--- config.mk ---
export PLATFORM = sky130hd
export DESIGN_NAME = snn_img_sender
export DESIGN_NICKNAME = d
export VERILOG_FILES = /design/src/rtl/snn_img_sender.sv
export SDC_FILE = /design/constraint.sdc
export NUM_CORES = 1
export LEC_CHECK = 0
export ABC_CLOCK_PERIOD_IN_PS = 2900
export BUFFER_PORTS_ARGS = -buffer_cell sky130_fd_sc_hd__clkbuf_2
export CORE_MARGIN = 1
export CORE_UTILIZATION = 45
export DETAILED_ROUTE_END_ITERATION = 8
export PLACE_DENSITY = 0.64
export SETUP_SLACK_MARGIN = 0.3
export SLEW_MARGIN = 20
export SYNTH_ARGS = -nofsm -noshare
export SYNTH_HDL_FRONTEND = slang
export SYNTH_SLANG_ARGS = --single-unit
--- constraint.sdc ---
create_clock -name clk -period 2.9 [get_ports clk]
set_input_delay 0.145 -clock clk [delete_from_list [all_inputs] [get_ports clk]]
set_output_delay 0.145 -clock clk [all_outputs]
set_load 0.005 [all_outputs]
--- src/rtl/snn_img_sender.sv ---
// snn_img_sender: host-side image source for the SNN.
// Reads a binary image one pixel per cycle from a bit-addressed memory,
// packs it LSB-first into bytes, pushes each byte through a UART transmitter
// handshake and then waits for the single classification byte that comes back.
module snn_img_sender #(
    parameter int NUM_BITS       = 784,
    parameter int TIMEOUT_CYCLES = 1048576
) (
    input  logic       clk,
    input  logic       rst,
    input  logic       start,
    output logic [9:0] img_addr,
    input  logic       img_bit,
    output logic       trmt,
    output logic [7:0] tx_data,
    input  logic       tx_done,
    input  logic       rx_rdy,
    input  logic [7:0] rx_data,
    output logic       busy,
    output logic       done,
    output logic [3:0] digit,
    output logic       resp_err,
    output logic       timeout
);

    localparam int NUM_BYTES = NUM_BITS / 8;
    localparam int TCW       = (TIMEOUT_CYCLES > 2) ? $clog2(TIMEOUT_CYCLES) : 1;
    localparam logic [6:0]     LAST_BYTE = 7'(NUM_BYTES - 1);
    localparam logic [TCW-1:0] TC_LAST   = TCW'(TIMEOUT_CYCLES - 1);

    typedef enum logic [2:0] {
        ST_IDLE      = 3'd0,
        ST_FETCH     = 3'd1,
        ST_SEND      = 3'd2,
        ST_WAIT_TX   = 3'd3,
        ST_WAIT_RESP = 3'd4,
        ST_FINISH    = 3'd5
    } state_t;

    // A classification byte is only meaningful as a decimal digit 0..9.
    function automatic logic resp_valid(input logic [7:0] b);
        return (b[7:4] == 4'd0) && (b[3:0] <= 4'd9);
    endfunction

    state_t         state_r, state_s;
    logic [6:0]     byte_cnt_r, byte_cnt_s;
    logic [3:0]     bit_cnt_r, bit_cnt_s;
    logic [7:0]     shift_r, shift_s;
    logic [TCW-1:0] tmo_cnt_r, tmo_cnt_s;
    logic [9:0]     img_addr_s;
    logic [7:0]     tx_data_s;
    logic           trmt_s, busy_s, done_s, resp_err_s, timeout_s;
    logic [3:0]     digit_s;
    logic [2:0]     bit_idx_s;

    // The pixel arriving now belongs to the address presented one cycle earlier.
    assign bit_idx_s = bit_cnt_r[2:0] - 3'd1;

    // State, counters and all outputs are registered; reset aborts any transfer.
    always_ff @(posedge clk or posedge rst) begin
        if (rst) begin
            state_r    <= ST_IDLE;
            byte_cnt_r <= 7'd0;
            bit_cnt_r  <= 4'd0;
            shift_r    <= 8'd0;
            tmo_cnt_r  <= '0;
            img_addr   <= 10'd0;
            tx_data    <= 8'd0;
            trmt       <= 1'b0;
            busy       <= 1'b0;
            done       <= 1'b0;
            digit      <= 4'd0;
            resp_err   <= 1'b0;
            timeout    <= 1'b0;
        end else begin
            state_r    <= state_s;
            byte_cnt_r <= byte_cnt_s;
            bit_cnt_r  <= bit_cnt_s;
            shift_r    <= shift_s;
            tmo_cnt_r  <= tmo_cnt_s;
            img_addr   <= img_addr_s;
            tx_data    <= tx_data_s;
            trmt       <= trmt_s;
            busy       <= busy_s;
            done       <= done_s;
            digit      <= digit_s;
            resp_err   <= resp_err_s;
            timeout    <= timeout_s;
        end
    end

    // Next-state selection for the transfer sequencer.
    always_comb begin
        state_s = state_r;
        case (state_r)
            ST_IDLE: begin
                if (start) state_s = ST_FETCH;
                else       state_s = ST_IDLE;
            end
            ST_FETCH: begin
                if (bit_cnt_r == 4'd8) state_s = ST_SEND;
                else                   state_s = ST_FETCH;
            end
            ST_SEND: begin
                state_s = ST_WAIT_TX;
            end
            ST_WAIT_TX: begin
                if (tx_done) begin
                    if (byte_cnt_r == LAST_BYTE) state_s = ST_WAIT_RESP;
                    else                         state_s = ST_FETCH;
                end else begin
                    state_s = ST_WAIT_TX;
                end
            end
            ST_WAIT_RESP: begin
                if (rx_rdy || (tmo_cnt_r == TC_LAST)) state_s = ST_FINISH;
                else                                  state_s = ST_WAIT_RESP;
            end
            ST_FINISH: begin
                state_s = ST_IDLE;
            end
            default: begin
                state_s = ST_IDLE;
            end
        endcase
    end

    // Next values of the datapath and outputs, registered one cycle later.
    always_comb begin
        img_addr_s = img_addr;
        tx_data_s  = tx_data;
        byte_cnt_s = byte_cnt_r;
        bit_cnt_s  = bit_cnt_r;
        shift_s    = shift_r;
        tmo_cnt_s  = tmo_cnt_r;
        digit_s    = digit;
        resp_err_s = resp_err;
        timeout_s  = timeout;
        trmt_s     = (state_s == ST_SEND);
        done_s     = (state_s == ST_FINISH);
        busy_s     = (state_s == ST_FETCH) || (state_s == ST_SEND) ||
                     (state_s == ST_WAIT_TX) || (state_s == ST_WAIT_RESP);
        case (state_r)
            ST_IDLE: begin
                if (start) begin
                    resp_err_s = 1'b0;
                    timeout_s  = 1'b0;
                    byte_cnt_s = 7'd0;
                    bit_cnt_s  = 4'd0;
                    img_addr_s = 10'd0;
                end else begin
                    byte_cnt_s = byte_cnt_r;
                end
            end
            ST_FETCH: begin
                // Address runs 8 cycles and then holds on the byte's last pixel.
                if (bit_cnt_r < 4'd7) img_addr_s = img_addr + 10'd1;
                else                  img_addr_s = img_addr;
                if (bit_cnt_r != 4'd0) shift_s[bit_idx_s] = img_bit;
                else                   shift_s = shift_r;
                if (bit_cnt_r == 4'd8) begin
                    tx_data_s = shift_s;
                    bit_cnt_s = 4'd0;
                end else begin
                    bit_cnt_s = bit_cnt_r + 4'd1;
                end
            end
            ST_WAIT_TX: begin
                if (tx_done) begin
                    if (byte_cnt_r == LAST_BYTE) begin
                        tmo_cnt_s = '0;
                    end else begin
                        byte_cnt_s = byte_cnt_r + 7'd1;
                        img_addr_s = {byte_cnt_r + 7'd1, 3'b000};
                        bit_cnt_s  = 4'd0;
                    end
                end else begin
                    tmo_cnt_s = tmo_cnt_r;
                end
            end
            ST_WAIT_RESP: begin
                tmo_cnt_s = tmo_cnt_r + TCW'(1);
                // A response arriving on the final count takes priority over expiry.
                if (rx_rdy) begin
                    if (resp_valid(rx_data)) digit_s = rx_data[3:0];
                    else                     resp_err_s = 1'b1;
                end else if (tmo_cnt_r == TC_LAST) begin
                    timeout_s = 1'b1;
                end else begin
                    timeout_s = timeout;
                end
            end
            default: begin
                shift_s = shift_r;
            end
        endcase
    end

endmodule

# After elaboration in Yosys (flattened, before gate mapping)
# Index checks and enable logic that the tools add are counted.
[op_classes]
add_sub_neg = 5
order_cmp = 4
eq_ne = 21
n_mux = 34
reduce_logical = 21
[ops]
columns = ["operator", "count"]
rows = [
  ["$mux W10", 4],
  ["$mux W20", 2],
  ["$pmux W20 S2", 1],
  ["$pmux W10 S3", 1],
  ["$mux W7", 3],
  ["$add A20 B1 Y20 const B", 1],
  ["$eq A20 B20 Y1 const B", 1],
  ["$ne A2 B2 Y1 const B", 9],
  ["$mux W4", 4],
  ["$reduce_and A4 Y1", 4],
  ["$pmux W3 S5", 1],
  ["$pmux W7 S2", 1],
  ["$eq A3 B2 Y1 const B", 4],
  ["$pmux W4 S3", 1],
  ["$add A10 B1 Y10 const B", 1],
  ["$eq A3 B3 Y1 const B", 3],
  ["$bwmux W8", 1],
  ["$mux W1", 8],
  ["$mux W8", 1],
  ["$add A7 B1 Y7 const B", 1],
  ["$eq A7 B7 Y1 const B", 1],
  ["$eq A3 B1 Y1 const B", 2],
  ["$mux W3", 2],
  ["$reduce_and A3 Y1", 2],
  ["19 further kinds", 26],
]
[word_totals]
reg_bits = 69
input_bits = 14
output_inout_bits = 27
wordCells = 98

# Logic depth before layout (Yosys ltp)
# Gate-level depths: netlist of run 1.
[depth]
word_depth = 8
depth_mapped = 8
depth_no_buf = 7

# Least setup slack after synthesis of run 1
# Ideal clock, no wire load.
[synth_timing]
kind = "register to register"
start = "reg bit_cnt_r[0]"
end = "reg img_addr[8]"
setup_ps = 66
arrival_time_ps = 1788
t_required_ps = 2834
setup_slack_ps = 1046
stages_incl_launch_ff = 8
path_buffers = 1
period_less_slack_ps = 1854
path_cell_list = "dfrtp_1 > ha_1 > a21oi_1 > clkbuf_1 > nor2_1 > a21oi_1 > o21a_1 > o32a_1"
[synth_between]
elab_chain_len = 3
[synth_rtl]
columns = ["item", "line", "rtl"]
rows = [
  ["start: declaration", "47", "logic [3:0] bit_cnt_r, bit_cnt_s;"],
  ["start signal: assignment", "78", "bit_cnt_r <= bit_cnt_s;"],
  ["$lt A4 B3 Y1", "157", "if (bit_cnt_r < 4'd7) img_addr_s = img_addr + 10'd1;"],
  ["$ne A2 B2 Y1 (no source line)", "-", ""],
  ["$reduce_and A5 Y1 (no source line)", "-", ""],
  ["end signal: assignment", "81", "img_addr <= img_addr_s;"],
  ["end: declaration", "12", "output logic [9:0] img_addr,"],
]
# No other way between the ends.
# A chain may end at the register's enable or synchronous reset.

# Worst setup path after layout of run 1
[layout_timing]
start = "reg byte_cnt_r[2]"
end = "reg img_addr[4]"
[layout_between]
elab_chain_len = 3
[layout_rtl]
columns = ["item", "line", "rtl"]
rows = [
  ["start: declaration", "46", "logic [6:0] byte_cnt_r, byte_cnt_s;"],
  ["start signal: assignment", "77", "byte_cnt_r <= byte_cnt_s;"],
  ["$eq A7 B7 Y1", "170", "if (byte_cnt_r == LAST_BYTE) begin"],
  ["$ne A2 B2 Y1 (no source line)", "-", ""],
  ["$reduce_and A5 Y1 (no source line)", "-", ""],
]
# No other way between the ends.

==> results of run 1 <==
[final cells by class]
class	count	share of cell area
multi-input combinational	274	0.427
timing repair buffer	44	0.0603
tap	102	0.0314
clock buffer	9	0.0305
inverter	11	0.0102
sequential	69	0.424
clock inverter	7	0.0163
[worst max-delay path, delay by kind of cell (launching register included)]
kind             cells  cell delay (ns)
AO/OA/AOI/OAI        2             0.45
flip-flops           1             0.43
AND/OR/NAND/NOR      3             1.20
[cells in the mapped netlist, types with 4 or more instances]
master / number / share of area
dfrtp_1: 69 / 0.48
nand2_1: 47 / 0.049
nor2_1: 40 / 0.042
o21ai_0: 27 / 0.038
nand3_1: 19 / 0.027
xor2_1: 17 / 0.042
mux2_2: 16 / 0.050
a21oi_1: 13 / 0.018
inv_1: 11 / 0.012
mux2i_1: 9 / 0.025
nor3_1: 8 / 0.011
a31oi_1: 7 / 0.012
and3_1: 7 / 0.012
xnor2_1: 7 / 0.017
and4_1: 6 / 0.015
clkbuf_1: 6 / 0.0063
ha_1: 6 / 0.021
nand4_1: 5 / 0.0088
nor3b_1: 5 / 0.011
buf_2: 4 / 0.0056
[through the flow]
stage / utilization / setup slack (ns) / hold WS, ns / instances / cell area, µm²
2_1_floorplan: - / 1.02 / 0.272 / 368 / 3570
3_3_place_gp: 0.503 / 0.745 / 0.317 / 499 / 3870
3_5_place_dp: 0.503 / 0.709 / 0.316 / 499 / 3870
4_1_cts: 0.529 / 0.690 / 0.0210 / 516 / 4070
5_1_grt: 0.529 / 0.534 / 0.0309 / 516 / 4070
6_report: 0.529 / 0.693 / 0.0350 / 516 / 4070
[where the power goes]
group          internal (mW)  leakage (nW)  switching [mW]
sequential              1.16         0.804           0.175
combinational          0.467         0.940           0.607
clock                  0.392        0.0987           0.370
total                   2.02          1.84            1.15
[cell families after synthesis]
group,Yosys count,share of synthesized area
multiplexers,25,0.0756
flip-flops,69,0.483
AND/OR/NAND/NOR,153,0.216
buffers and inverters,25,0.0322
AO/OA/AOI/OAI,66,0.113
adder cells (fa/ha/maj),6,0.0210
XOR/XNOR,24,0.0588
[final timing paths]
path	end	slack, ns	depth (start not counted)	start
worst max-delay path	img_addr[4]	0.69	5	byte_cnt_r[2]
worst min-delay path	digit[0]	0.04	2	rx_data[0]
worst max register to register	img_addr[4]	0.69	5	byte_cnt_r[2]
worst min register to register	tx_data[7]	0.49	2	tx_data[7]
max in group asynchronous	state_r[0]	1.76	4	rst
min in group asynchronous	digit[0]	0.48	3	rst
[state kept, by name, indices dropped and copies added, names as in the netlist]
signal / cells
bit_cnt_r: 4
busy: 1
byte_cnt_r: 7
digit: 4
done: 1
img_addr: 10
resp_err: 1
shift_r: 8
state_r: 3
timeout: 1
tmo_cnt_r: 20
trmt: 1
tx_data: 8
[per-layer routing]
layer / vias to the layer above / GRT usage / wire, µm
li1: 1392 / - / -
met1: 1332 / 0.250 / 3390
met2: 24 / 0.301 / 3520
met3: 9 / 0.0402 / 171
met4: 0 / 0.0675 / 102
met5: - / 0 / 0
[layout by cell type, fill, tap and decap left out, types with 7 or more instances in the layout]
cell | Yosys | routed
o21ai_0 | 27 | 27
xnor2_1 | 7 | 7
nand2_1 | 47 | 47
inv_1 | 11 | 10
nor3_1 | 8 | 7
dfrtp_1 | 69 | 69
and3_1 | 7 | 7
a21oi_1 | 13 | 13
mux2_2 | 16 | 16
nor2_1 | 40 | 40
a31oi_1 | 7 | 7
xor2_1 | 17 | 17
mux2i_1 | 9 | 9
clkbuf_2 | 1 | 40
nand3_1 | 19 | 19
clkbuf_8 | 0 | 9
==> run metrics, run 1 <==
outcome=completed; CTS Buf Count=9; # DRC=0; Critical Path, Cell by Cell=or4b_1 -> o2111ai_1 -> and2_1 -> nor3_1 -> o32a_1; critical path class=register to register; IO Count=41; PortBufs=40; routed wire length=7.18 mm; number of hold buffers added after cts=1; pin count of the biggest net entering global routing=37; setup bufs post-CTS=0; ANT cells=0; Pins Over Slew Limit=0; Fill cells=745; WP data required=3.13 ns; mean post-synth cell area=9.71 µm²; syn nets=388; post-synthesis sequential area ratio=0.483; H-tree levels=3; Vias per Instance=5.34; Synth Register Bits=69; Clock Path Buffers=2; Hold WC Path Type=input pin to register; full die area=8300 µm²; Static Leak=1.84 nW; vias post-DR=2757; Max Cap Viol=0; fraction of layout instances using a drive strength above 1=0.198; wire length of the first global-routing pass=12.2 mm; CTS tree=done; Area growth syn-to-layout=13.8%; Peak VDD IR=0.528 mV; Synth cell types=44; # nets final=429; mapped cell area=3570 µm²; Final ANT Viol Nets=0; Iter 0 DRT Violations=184; Worst Setup End Kind=register; initial core utilization=0.465; critical path peak fanout=13; Initial DRT Pass Iterations=4; Tot GR Track Use=0.187; FP Rows=32; startpoint types=register; Routed WL per cell=13.9 µm; Slew @ Worst Pin=0.789 ns; slowest CP cell=or4b_1; final setup vio count=0; Most used DFF post-synth=dfrtp_1; area of the multi-input gates=1740 µm²; initial antenna violation count=0; Fmax=453 MHz; Root Buffer Master=clkbuf_8; clk_lat worst skew=0.35 ns; Tmin final=2.21 ns; FF+latch area=1730 µm²; pwr/cell area=779 nW/µm²; vias in the first global route=2554; Mapped Cells=368; Yosys warnings=0; Fin. Hold Viols=0; Fin Setup TNS=0 ns; Core Footprint=7690 µm²; chip width=91.1 µm; Crit path arrival time=2.44 ns; post-cts sizing count=0; Tcrit/Tclk final=0.761; Power, Total=3.17 mW; Worst path max stage delay=0.63 ns; Post-synth EDFFs=0; clk_skew=0.0104 ns; clk slew on worst S/H paths=0.08 ns; ys async rst share=1.00; detailed placement HPWL=5.11 mm; clk sinks=69; Routability Congestion=0.842; DIE HEIGHT=91.1 µm; unrepaired setup endpoints after global routing=false; Overflow after GRT=0; Rel. slew slack=0.473
Power figures use the tool's default switching activity.
==> inputs of run 2 (changes only) <==
--- a/config.mk
+++ b/config.mk
@@ -5,7 +5,7 @@
 export SDC_FILE = /design/constraint.sdc
 export NUM_CORES = 1
 export LEC_CHECK = 0
-export ABC_CLOCK_PERIOD_IN_PS = 2900
+export ABC_CLOCK_PERIOD_IN_PS = 2300
 export BUFFER_PORTS_ARGS = -buffer_cell sky130_fd_sc_hd__clkbuf_2
 export CORE_MARGIN = 1
 export CORE_UTILIZATION = 45
==> constraint.sdc (replaced) <==
create_clock -name clk -period 2.3 [get_ports clk]
set_input_delay 0.115 -clock clk [delete_from_list [all_inputs] [get_ports clk]]
set_output_delay 0.115 -clock clk [all_outputs]
set_load 0.005 [all_outputs]
==> run 2 against run 1 <==
Against the previous run: clock power is 46% higher; combinational power is 47% higher; count of clock-buffer cells in the layout is 2 higher; worst setup slack worse by 0.31 ns; fmax is 15% higher; critical path depth is 1 higher; non-clock buffer count is 11 higher; utilization is 2.6 points higher; global-route usage is 0.32 points higher; critical endpoint is now img_addr[8]; largest cell class unchanged; highest routed layer unchanged.
==> run metrics, run 2 (synthesis results as in run 1) <==
vias post-DR=2811; Routed WL per cell=14.0 µm; detailed placement HPWL=5.10 mm; Final ANT Viol Nets=0; Iter 0 DRT Violations=110; initial core utilization=0.465; share of power burned in registers=0.384; Tcrit/Tclk final=0.832; pwr/cell area=1020 nW/µm²; Fill cells=715; Fin Setup TNS=0 ns; switching share of power=0.350; Peak VDD IR=0.859 mV; setup bufs post-CTS=0; Fmax=522 MHz; Cell Int Power=2.83 mW; Fin. Hold Viols=0; routed wire length=7.36 mm; clk sinks=69; clk slew on worst S/H paths=0.08 ns; clk_lat worst skew=0.34 ns; full die area=8300 µm²; # nets final=440; vias in the first global route=2675; critical path peak fanout=8; Routability Congestion=0.859; fraction of layout instances using a drive strength above 1=0.247; # DRC=0; Inst Count DP=507; Clock power frac=0.256; CTS tree=done; DP Worst Slack=0.246 ns; Slew @ Worst Pin=0.487 ns; Worst Setup End Kind=register; Initial DRT Pass Iterations=4; ANT cells=0; Clock Path Buffers=2; H-tree levels=3; Area growth syn-to-layout=19.3%; startpoint types=register; Tot GR Track Use=0.190; switching pwr=1.52 mW; area of the multi-input gates=1810 µm²; Hold WC Path Type=input pin to register; Pins Over Slew Limit=0; DIE HEIGHT=91.1 µm; Core Footprint=7690 µm²; critical path class=register to register; pin count of the biggest net entering global routing=49; wire length of the first global-routing pass=12.6 mm; Crit path arrival time=2.14 ns; Final WS setup=0.386 ns; FP Rows=32; outcome=completed; commonest non-fill, non-tap cells in the layout=66 x dfrtp_1, 47 x nand2_1, 40 x nor2_1, 40 x clkbuf_2, 26 x o21ai_0; IO Count=41; biggest registers after layout=tmo_cnt_r (20), img_addr (10); largest reg by FF count=tmo_cnt_r; Max Cap Viol=0; Root Buffer Master=clkbuf_8; Vias per Instance=5.33; FF+latch area=1730 µm²; WP data required=2.53 ns; clk_skew=0.0103 ns; Tmin final=1.91 ns; CTS Buf Count=9; Rel. slew slack=0.673; initial antenna violation count=0; most common cell after layout, fill and taps aside=dfrtp_1; Comb pwr share=0.360; PortBufs=40; Layout Cells excl Fill=527; Power, Total=4.35 mW; unrepaired setup endpoints after global routing=true; Static Leak=1.93 nW; Hold Slack=0.0190 ns; final setup vio count=0; chip width=91.1 µm; Overflow after GRT=0; max reg flops=20
-- run 2: changes by cell type in the layout (fill, tap and decap cells not counted), sizes merged --
cell / delta
dlygate4sd3: +3
clkinv: -3
bufinv: +1
clkbuf: +2
buf: +8
clkinvlp: -1
inv: +1
-- run 2: metrics by stage --
step	utilization	cell area, µm²
after floorplan	-	3570
after global placement	0.511	3930
after detailed placement	0.511	3930
after CTS	0.546	4200
after global routing	0.555	4260
final	0.555	4260
-- run 2: layer usage --
layer	vias up	track usage	wire length, µm
met5	-	0	0
met4	0	0.0595	85
met1	1364	0.259	3510
met2	34	0.307	3540
li1	1405	-	-
met3	8	0.0377	220
-- run 2: final timing paths --
kind	start	endpoint	slack (ns)	depth (start not counted)
hold / removal	rx_data[2]	digit[2]	0.02	2
setup reg to reg	byte_cnt_r[2]	img_addr[8]	0.39	6
min in group asynchronous	rst	tmo_cnt_r[3]	0.32	3
hold reg to reg	tx_data[5]	tx_data[5]	0.48	2
max in group asynchronous	rst	bit_cnt_r[0]	1.33	4
setup / recovery	byte_cnt_r[2]	img_addr[8]	0.39	6
-- run 2: cell type report --
| cell class | count | share of cell area |
|---|---|---|
| Clock inverter | 5 | 0.0194 |
| Multi-Input combinational cell | 274 | 0.423 |
| Clock buffer | 11 | 0.0332 |
| Tap cell | 102 | 0.0299 |
| Sequential cell | 69 | 0.406 |
| Timing Repair Buffer | 55 | 0.0786 |
| Inverter | 11 | 0.00968 |
-- run 2: worst max-delay path, cell delays in order (launching register included) --
cell       delay [ns]
dfrtp_1          0.44
or4b_4           0.60
o2111ai_2        0.21
a21oi_1          0.10
buf_4            0.18
o21a_1           0.10
o32a_1           0.16
-- run 2: what timing repair did --
item                                    4_1_cts  5_1_grt
endpoints found under the hold margin        24        0
endpoints found under the setup margin       19       38
hold buffers                                  4        0
resized for setup                             3       17
pin swaps                                     1        2
-- run 2: power by group through the flow --
stage / Combinational (mW) / Clock (mW) / Sequential, mW
2_1_floorplan: 1.04 / 0 / 1.63
3_3_place_gp: 1.45 / 0 / 1.68
3_5_place_dp: 1.47 / 0 / 1.68
4_1_cts: 1.50 / 1.15 / 1.66
5_1_grt: 1.78 / 1.19 / 1.71
6_report: 1.57 / 1.11 / 1.67
==> inputs of run 3 (changes only) <==
--- a/config.mk
+++ b/config.mk
@@ -5,12 +5,12 @@
 export SDC_FILE = /design/constraint.sdc
 export NUM_CORES = 1
 export LEC_CHECK = 0
-export ABC_CLOCK_PERIOD_IN_PS = 2300
+export ABC_CLOCK_PERIOD_IN_PS = 1600
 export BUFFER_PORTS_ARGS = -buffer_cell sky130_fd_sc_hd__clkbuf_2
 export CORE_MARGIN = 1
 export CORE_UTILIZATION = 45
 export DETAILED_ROUTE_END_ITERATION = 8
-export PLACE_DENSITY = 0.64
+export PLACE_DENSITY = 0.67
 export SETUP_SLACK_MARGIN = 0.3
 export SLEW_MARGIN = 20
 export SYNTH_ARGS = -nofsm -noshare
==> constraint.sdc (replaced) <==
create_clock -name clk -period 1.6 [get_ports clk]
set_input_delay 0.08 -clock clk [delete_from_list [all_inputs] [get_ports clk]]
set_output_delay 0.08 -clock clk [all_outputs]
set_load 0.005 [all_outputs]
==> run 3 against run 2 <==
Against the previous run: the flow now finishes with violations (setup timing); critical endpoint is now bit_cnt_r[3]; largest cell class unchanged; highest routed layer unchanged; routed wire length increased by 23%; count of clock-buffer cells in the layout is 2 lower; cell count grew 17%.
==> run metrics, run 3 (synthesis results as in run 1) <==
critical path class=register to register; final setup vio count=60; Peak VDD IR=0.645 mV; WP data required=1.86 ns; clk slew on worst S/H paths=0.08 ns; Final ANT Viol Nets=0; detailed placement HPWL=5.85 mm; Worst path top cell family by delay=simple AND/OR/NAND/NOR gates; Clock power frac=0.208; Pins Over Slew Limit=0; FP Rows=32; commonest non-fill, non-tap cells in the layout=78 x buf_4, 67 x dfrtp_1, 40 x clkbuf_2; Critical Path, Cell by Cell=or4b_4 -> o2111ai_4 -> and2_4 -> buf_6 -> nand2_2 -> o21ai_1; pwr/cell area=1440 nW/µm²; Area growth syn-to-layout=49.8%; Iter 0 DRT Violations=130; Routability Congestion=0.825; wire length of the first global-routing pass=14.9 mm; Tot GR Track Use=0.224; clk_skew=0.00976 ns; Worst Setup End Kind=register; CTS Buf Count=9; Comb pwr share=0.483; pin count of the biggest net entering global routing=36; Root Buffer Master=clkbuf_8; ANT cells=0; biggest registers after layout=tmo_cnt_r (20), img_addr (10); Fin. Hold Viols=0; Static Leak=2.47 nW; DIE HEIGHT=91.1 µm; Fmax=557 MHz; Final WS setup=-0.196 ns; Max Cap Viol=0; Bufs and invs on worst path=1; Core Footprint=7690 µm²; PortBufs=40; Cell Int Power=4.92 mW; Hold WC Path Type=input pin to register; Inst Count DP=565; unrepaired setup endpoints after global routing=true; max reg flops=20; most common cell after layout, fill and taps aside=buf_4; # nets final=529; failing checks=setup timing; Overflow after GRT=0; Initial DRT Pass Iterations=4; IO Count=41; startpoint types=register; Rel. slew slack=0.653; CTS tree=done; share of power burned in registers=0.309; Layout Cells excl Fill=616; Routed WL per cell=14.7 µm; # DRC=0; full die area=8300 µm²; Tmin final=1.80 ns; slowest CP cell=or4b_4; switching pwr=2.78 mW; Slew @ Worst Pin=0.516 ns; Clock Path Buffers=2; critical path peak fanout=5; clk_lat worst skew=0.34 ns; H-tree levels=3; initial core utilization=0.465; initial antenna violation count=0; outcome=finished with violations; Fin Setup TNS=-6.59 ns; DP Worst Slack=-0.163 ns; clk sinks=69; Vias per Instance=5.34; routed wire length=9.07 mm; fraction of layout instances using a drive strength above 1=0.465; chip width=91.1 µm; vias in the first global route=3250; switching share of power=0.361; Tcrit/Tclk final=1.12; largest reg by FF count=tmo_cnt_r; vias post-DR=3292; Crit path arrival time=2.06 ns; Worst path max stage delay=0.58 ns
## run 3: changes by cell type in the layout (fill, tap and decap cells not counted), sizes merged
cell,before,now
clkinvlp,0,3
and2,1,2
dlygate4sd3,4,5
clkbuf,51,49
clkinv,2,1
buf,11,98
## run 3: repair_timing
| item | 4_1_cts | 5_1_grt |
|---|---|---|
| endpoints found under the setup margin | 68 | 69 |
| gates cloned | 4 | 2 |
| resized for setup | 39 | 40 |
| hold buffers | 5 | 0 |
| pin swaps | 16 | 16 |
| endpoints found under the hold margin | 21 | 0 |
| buffers inserted | 11 | 13 |
## run 3: cell type report
| cell class | instances | area (µm²) |
|---|---|---|
| clock buffer | 9 | 124 |
| clock inverter | 7 | 97.6 |
| fill | 577 | 2330 |
| inverter | 11 | 45.0 |
| multi-input combinational | 275 | 2120 |
| sequential | 69 | 1730 |
| tap | 102 | 128 |
| timing repair buffer | 143 | 1110 |
## run 3: path summary, 6_finish.rpt
kind,from,cells past startpoint,slack [ns],endpoint
hold reg to reg,tx_data[0],2,0.51,tx_data[0]
setup reg to reg,byte_cnt_r[2],6,-0.20,bit_cnt_r[3]
hold / removal,rx_rdy,3,0.11,done
setup / recovery,byte_cnt_r[2],6,-0.20,bit_cnt_r[3]
min in group asynchronous,rst,3,0.29,tx_data[5]
max in group asynchronous,rst,4,0.79,byte_cnt_r[3]
## run 3: per-layer routing
metal | routed length, µm | track usage
met5 | 0 | 0
met4 | 154 | 0.0767
met3 | 304 | 0.0318
met2 | 4500 | 0.383
met1 | 4120 | 0.292
## run 3: worst min-delay path, delay by kind of cell
family                 cells  cell delay (ns)
AND/OR/NAND/NOR            1             0.10
buffers and inverters      1             0.19
AO/OA/AOI/OAI              1             0.04
## run 3: power groups by stage
stage / clock (mW) / combinational, mW / sequential [mW]
global route: 1.69 / 4.06 / 2.42
CTS: 1.63 / 3.43 / 2.36
detailed placement: 0 / 2.95 / 2.37
floorplan: 0 / 1.89 / 2.37
finish: 1.60 / 3.71 / 2.38
global placement: 0 / 2.89 / 2.35
## run 3: metrics by stage
| stage | instance area, µm² | total power, mW | util | hold WS [ns] |
|---|---|---|---|---|
| after global routing | 5350 | 8.17 | 0.696 | 0.134 |
| after detailed placement | 4510 | 5.32 | 0.586 | 0.114 |
| after floorplan | 3760 | 4.25 | - | 0.207 |
| after CTS | 5070 | 7.42 | 0.659 | 0.0625 |
| final | 5350 | 7.69 | 0.696 | 0.115 |
| after global placement | 4510 | 5.24 | 0.586 | 0.108 |
